`src/rtl/modulo_buffer_principal_rolhas_if.sv`:
```
// -----------------------------------------------------------------------------
// modulo_buffer_principal_rolhas_if
// Purpose : cork-transfer handshake between the secondary buffer (master,
//           offers corks) and the main buffer (slave, accepts corks).
// Signals : transf_valid - secondary buffer offers one cork this cycle
//           transf_ready - main buffer accepts one cork this cycle
// -----------------------------------------------------------------------------
interface modulo_buffer_principal_rolhas_if;
  logic transf_valid;
  logic transf_ready;

  modport master (
    output transf_valid,
    input  transf_ready
  );

  modport slave (
    input  transf_valid,
    output transf_ready
  );
endinterface

```
`src/rtl/modulo_buffer_principal_rolhas.sv`:
```
// -----------------------------------------------------------------------------
// modulo_buffer_principal_rolhas
// Purpose : main cork buffer of the sealing station. Counts corks, accepts
//           refills from the secondary buffer, consumes one cork per rising
//           edge of the sealing valve and requests refills below a threshold.
// Ports   : clk            - clock, rising edge
//           clr            - asynchronous active-low reset
//           enable         - 0 freezes count, FSM and valve edge detector
//           ve             - sealing-valve level, one cork per rising edge
//           clr_err        - synchronous clear of err_consumo
//           transf         - valid/ready cork transfer (slave side)
//           buffer_principal - current cork count
//           ro / min_signal / cheio - empty / above-threshold / full decodes
//           pedido_transf  - registered refill request
//           err_consumo    - sticky "sealed on empty buffer" flag
//           estado         - FSM state (NORMAL=00, REABASTECENDO=01, VAZIO=10)
// -----------------------------------------------------------------------------
module modulo_buffer_principal_rolhas #(
  parameter int MAX_ROLHAS  = 99,
  parameter int MIN_ROLHAS  = 5,
  parameter int ALVO_ROLHAS = 20
) (
  input  logic       clk,
  input  logic       clr,
  input  logic       enable,
  input  logic       ve,
  input  logic       clr_err,
  modulo_buffer_principal_rolhas_if.slave transf,
  output logic [6:0] buffer_principal,
  output logic       ro,
  output logic       min_signal,
  output logic       pedido_transf,
  output logic       cheio,
  output logic       err_consumo,
  output logic [1:0] estado
);

  typedef enum logic [1:0] {
    NORMAL        = 2'b00,
    REABASTECENDO = 2'b01,
    VAZIO         = 2'b10
  } estado_t;

  localparam logic [6:0] MAX_C  = 7'(MAX_ROLHAS);
  localparam logic [6:0] MIN_C  = 7'(MIN_ROLHAS);
  localparam logic [6:0] ALVO_C = 7'(ALVO_ROLHAS);

  logic [6:0] count_q, count_d;
  estado_t    state_q, state_d;
  logic       ve_q, ve_d;
  logic       err_q, err_d;
  logic       pedido_q;

  logic       accept;
  logic       consume;
  logic       consume_ok;

  // Ready only while refilling and not full; enable gates it too.
  assign transf.transf_ready = enable
                             && (state_q == REABASTECENDO || state_q == VAZIO)
                             && (count_q < MAX_C);

  assign accept     = transf.transf_valid && transf.transf_ready;
  // Edge detect on the valve: a long level still consumes only one cork.
  assign consume    = enable && ve && !ve_q;
  assign consume_ok = consume && (count_q != 7'd0);

  // Count, valve register and error flag next-state.
  always_comb begin
    count_d = count_q;
    ve_d    = ve_q;
    err_d   = err_q;

    if (clr_err) err_d = 1'b0;

    if (enable) begin
      ve_d = ve;
      // Set after clear so a simultaneous new error wins.
      if (consume && count_q == 7'd0) err_d = 1'b1;

      // accept already guarantees count_q < MAX, so +1 never overflows;
      // a simultaneous accept and valid consume cancel out.
      if (accept && !consume_ok)      count_d = count_q + 7'd1;
      else if (consume_ok && !accept) count_d = count_q - 7'd1;
    end
  end

  // FSM next-state, decided on the count that will be stored this edge.
  always_comb begin
    state_d = state_q;
    if (enable) begin
      if (count_d == 7'd0) begin
        state_d = VAZIO;
      end else begin
        unique case (state_q)
          NORMAL: begin
            if (count_d <= MIN_C) state_d = REABASTECENDO;
          end
          REABASTECENDO: begin
            if (count_d >= ALVO_C) state_d = NORMAL;
          end
          VAZIO: begin
            // A non-zero next count from empty can only come from a transfer.
            if (accept) state_d = REABASTECENDO;
          end
          default: state_d = VAZIO;
        endcase
      end
    end
  end

  always_ff @(posedge clk or negedge clr) begin
    if (!clr) begin
      count_q  <= 7'd0;
      state_q  <= VAZIO;
      ve_q     <= 1'b0;
      err_q    <= 1'b0;
      pedido_q <= 1'b1;
    end else begin
      count_q  <= count_d;
      state_q  <= state_d;
      ve_q     <= ve_d;
      err_q    <= err_d;
      // Registered from the next state so it tracks estado exactly.
      pedido_q <= (state_d != NORMAL);
    end
  end

  assign buffer_principal = count_q;
  assign estado           = state_q;
  assign pedido_transf    = pedido_q;
  assign err_consumo      = err_q;
  assign ro               = (count_q == 7'd0);
  assign min_signal       = (count_q > MIN_C);
  assign cheio            = (count_q == MAX_C);

endmodule

```
`src/flat_wrapper.sv`:
```
// flat-port wrapper written by rule: the top's interface ports become plain ports
module modulo_buffer_principal_rolhas_flat 
#(
  parameter int MAX_ROLHAS  = 99,
  parameter int MIN_ROLHAS  = 5,
  parameter int ALVO_ROLHAS = 20
)
  (clk, clr, enable, ve, clr_err, buffer_principal, ro, min_signal, pedido_transf, cheio, err_consumo, estado, transf_transf_valid, transf_transf_ready);
  modulo_buffer_principal_rolhas_if transf_i ();
  input  logic clk;
  input  logic clr;
  input  logic enable;
  input  logic ve;
  input  logic clr_err;
  output logic [6:0] buffer_principal;
  output logic ro;
  output logic min_signal;
  output logic pedido_transf;
  output logic cheio;
  output logic err_consumo;
  output logic [1:0] estado;
  input wire logic [$bits(transf_i.transf_valid)-1:0] transf_transf_valid;
  output wire logic [$bits(transf_i.transf_ready)-1:0] transf_transf_ready;
  assign transf_i.transf_valid = transf_transf_valid;
  assign transf_transf_ready = transf_i.transf_ready;
  modulo_buffer_principal_rolhas #(.MAX_ROLHAS(MAX_ROLHAS), .MIN_ROLHAS(MIN_ROLHAS), .ALVO_ROLHAS(ALVO_ROLHAS)) u_core (.clk(clk), .clr(clr), .enable(enable), .ve(ve), .clr_err(clr_err), .transf(transf_i), .buffer_principal(buffer_principal), .ro(ro), .min_signal(min_signal), .pedido_transf(pedido_transf), .cheio(cheio), .err_consumo(err_consumo), .estado(estado));
endmodule
```
`config.mk`:
```
export PLATFORM = sky130hd
export DESIGN_NAME = modulo_buffer_principal_rolhas_flat
export DESIGN_NICKNAME = d
export VERILOG_FILES = /design/src/rtl/modulo_buffer_principal_rolhas_if.sv /design/src/rtl/modulo_buffer_principal_rolhas.sv /design/src/flat_wrapper.sv
export SDC_FILE = /design/constraint.sdc
export NUM_CORES = 1
export LEC_CHECK = 0
export ABC_AREA = 0
export CAP_MARGIN = 20
export CORE_ASPECT_RATIO = 0.8
export CORE_MARGIN = 1.5
export CORE_UTILIZATION = 50
export DETAILED_ROUTE_END_ITERATION = 7
export HOLD_SLACK_MARGIN = 0.15
export PLACE_DENSITY = 0.76
export SLEW_MARGIN = 15
export SYNTH_ARGS = -nofsm -noshare
export SYNTH_HDL_FRONTEND = slang
export SYNTH_SLANG_ARGS = --single-unit
```
`constraint.sdc`:
```
create_clock -name clk -period 4.3 [get_ports clk]
set_clock_uncertainty 0.1 [all_clocks]
set_input_delay 0.86 -clock clk [delete_from_list [all_inputs] [get_ports clk]]
set_output_delay 0.86 -clock clk [all_outputs]
set_load 0.02 [all_outputs]
```
==> results.md <==
* Status: finished clean
* Setup TNS at 0 ns
* Remaining Overflow, GRT at 0
* Footprint of the multi-input gates at 676 um^2
* GRT Util Overall at 24.3%
* Fin cells at 154
* Setup violations, final at 0
* Pwr Total at 923 uW
* Final core utilization at 66.6%
* Layout cells sized above 1 at 13.1%
* Fmax at 281 MHz
* Worst path arrival time at 3.64 ns
* Root buf cell: clkbuf_4
* Post-CTS Resized at 0
* Leakage at 0.000532 uW
* # nets final at 145
* Hold depth at 1
* Vias at 910
* Largest net degree at the start of global routing at 13
* Post-CTS Hold Buffers at 0
* Worst-path clk slew at 0.07 ns
* Main flop type after synthesis: dfrtp_1
* Critical Path RT at 4.39 ns
* Final hold violations at 0
* Hold_sp: u_core.ve_q$_DFFE_PN0P_
* Area leader, netlist: dfrtp_1
* Most frequent cells in the layout: clkdlybuf4s50_1 (20), dfrtp_1 (10), inv_1 (8), ha_1 (8), nand2_1 (7)
* WL per Instance at 15.7 um
* CP Max Fanout at 7
* Drt initial violations at 26
* Distinct cells, synth at 48
* DRC errors left at 0
* Crit path time final at 3.55 ns
* Critical path type: primary input to flip-flop
* Final Hold Slack at 0.413 ns
* Most common cell after layout, fill and taps aside: clkdlybuf4s50_1
* Switching share of power at 48.0%
* DR vias/cell at 5.91
* EDFF count, synth at 0
* Max_slew headroom at 53.8%
* Period utilisation layout at 82.6%
* Synthesized area per cell at 9.46 um^2
* Final slew viol count at 0
* Worst-margin pin slew at 0.693 ns
* Die Y at 43.8 um
* WL final at 2.42 mm
* CTS H-tree lvls at 1
* P&R area growth vs syn at 23.2%
* TritonCTS clock tree: yes
* ANT cells at 0
* Die width at 54.0 um
* Worst setup EP type: flip-flop
* CTS Buffer Depth at 2
* First-pass iteration count of the detailed router at 4
* # rows at 14
* Reg-to-Reg End: u_core.estado[0]$_DFF_PN0_
* CORE AREA at 0.00193 mm^2
* Area share of the largest cell type after synthesis at 24.0%
* Pint at 480 uW
* Synthesis-stage register bit count at 12
* RD Place Congestion at 0.856
* Async set-or-reset flop fraction in the synthesized netlist at 100%
* Pwr/cell area at 720 mW/mm^2
* Post-DRT Antenna Nets at 0
* RSZ-0062 raised after global routing: no
* Reg2reg start: u_core.buffer_principal[0]$_DFF_PN0_
* Port bufs at 20
* Min-Delay Endpoint: u_core.ve_q$_DFFE_PN0P_
* # clock sinks at 12
* Critical Path Source Type: primary input
* Cell Area, Synth at 0.00104 mm^2
* Vias in the first global route at 816
* Post-DP HPWL at 1.86 mm
* Synth area leaders: dfrtp_1 (24%), ha_1 (9.6%), dfstp_2 (5.0%), xnor2_1 (3.4%), inv_1 (2.9%)
* Max cap viols at 0
* Initial antenna violation count at 0
* Hold crit path type: flip-flop to flip-flop
* Fillcell total at 166
* R2R setup slack at 0.98 ns
* Peak supply drop at 0.419 mV
* Cells after DPL at 150
* First-pass GRT wire length at 4.10 mm
* Register area at 303 um^2
* Syn_nets at 124
* Die area at 0.00237 mm^2
* Sw power at 443 uW
* Yosys synthesis warning count at 0
* Reg2reg path depth at 10
* Sequential share of the synthesized area at 29.1%
* Later-pin clock latency in the skew report at 0.28 ns
* CTS buffer count at 3
* I/O pin count at 21
* Sequential share of power at 30.0%
* Post-Synthesis Cells at 110
* Starting density of the core at 54.0%
* # Post-CTS Setup Buffers at 0
* Clock network fraction of design power at 9.8%
* Gate power share at 60.2%
-- worst max path at each step --
stage                                               startpoint  cells after the start                             end
after floorplan           u_core.buffer_principal[0]$_DFF_PN0_                     10  u_core.pedido_transf$_DFF_PN1_
after global placement                                  enable                      8  u_core.pedido_transf$_DFF_PN1_
after detailed placement                                enable                      9  u_core.pedido_transf$_DFF_PN1_
after CTS                                               enable                      9      u_core.estado[0]$_DFF_PN0_
after global routing                                    enable                     10      u_core.estado[0]$_DFF_PN0_
final                                                   enable                      9      u_core.estado[0]$_DFF_PN0_
-- power groups by stage --
stage	registers (uW)	clock network, uW	logic (uW)
global route	290	97.7	609
finish	277	90.0	556
CTS	277	92.0	555
detailed placement	279	0	551
global placement	278	0	542
floorplan	284	0	356
-- layer usage --
layer	track usage [%]	up-vias	routed length (um)
li1	-	446	-
met4	4.50	0	12
met5	0	-	0
met1	35.6	427	1160
met3	7.24	2	145
met2	35.6	35	1100
-- synthesized netlist by cell type (2+ instances only) --
library cell and number:
dfstp_2 2, nand2_1 7, xnor2_1 4, nor3_1 2, or3_1 2, and2_1 4, nand3b_1 2, nand3_1 2
o211a_1 2, a2111oi_0 2, mux2i_1 2, a21oi_1 4, o31ai_1 2, o21ai_0 2, ha_1 8, nor4_1 3
or2_2 3, and3_1 4, nor2_1 6, mux2_2 2, buf_2 2, dfrtp_1 10, inv_1 8
-- sequential cells by signal (all words and copies together), names as in the netlist --
register	cells
u_core.buffer_principal	7
u_core.estado	2
u_core.ve_q	1
u_core.pedido_transf	1
u_core.err_consumo	1
-- logic make-up (layout without fill, tap and decap cells) --
kind of cell / count (synthesis) / after routing / synth area share, %
XOR/XNOR: 6 / 6 / 5.77
buffers and inverters: 13 / 33 / 6.01
AND/OR/NAND/NOR: 43 / 43 / 23.2
flip-flops: 12 / 12 / 29.1
adder cells (fa/ha/maj): 8 / 8 / 9.62
AO/OA/AOI/OAI: 23 / 23 / 20.1
multiplexers: 5 / 5 / 6.25
-- critical path, stage by stage --
cell and delay, ns:
clkdlybuf4s50_1 0.64, nand3b_1 0.16, or4_1 0.47, mux2_2 0.30, xnor2_2 0.15, or2_1 0.25
a2111o_1 0.43, o21ba_1 0.22, a21oi_1 0.15
-- layout make-up --
type / instances / share of cell area [%]
multi-input cells: 85 / 52.7
flip-flops and latches: 12 / 23.6
repair buffers: 21 / 16.2
clock buffers: 4 / 2.83
inverters: 8 / 2.34
well taps: 24 / 2.34
-- metrics by stage --
| step | instance area [um^2] | worst slack, ns |
|---|---|---|
| floorplan | 1040 | 1.10 |
| global placement | 1250 | 0.492 |
| detailed placement | 1250 | 0.497 |
| CTS | 1280 | 0.764 |
| global route | 1280 | 0.490 |
| finish | 1280 | 0.747 |
Note: power is estimated with default switching activity, not from simulation.
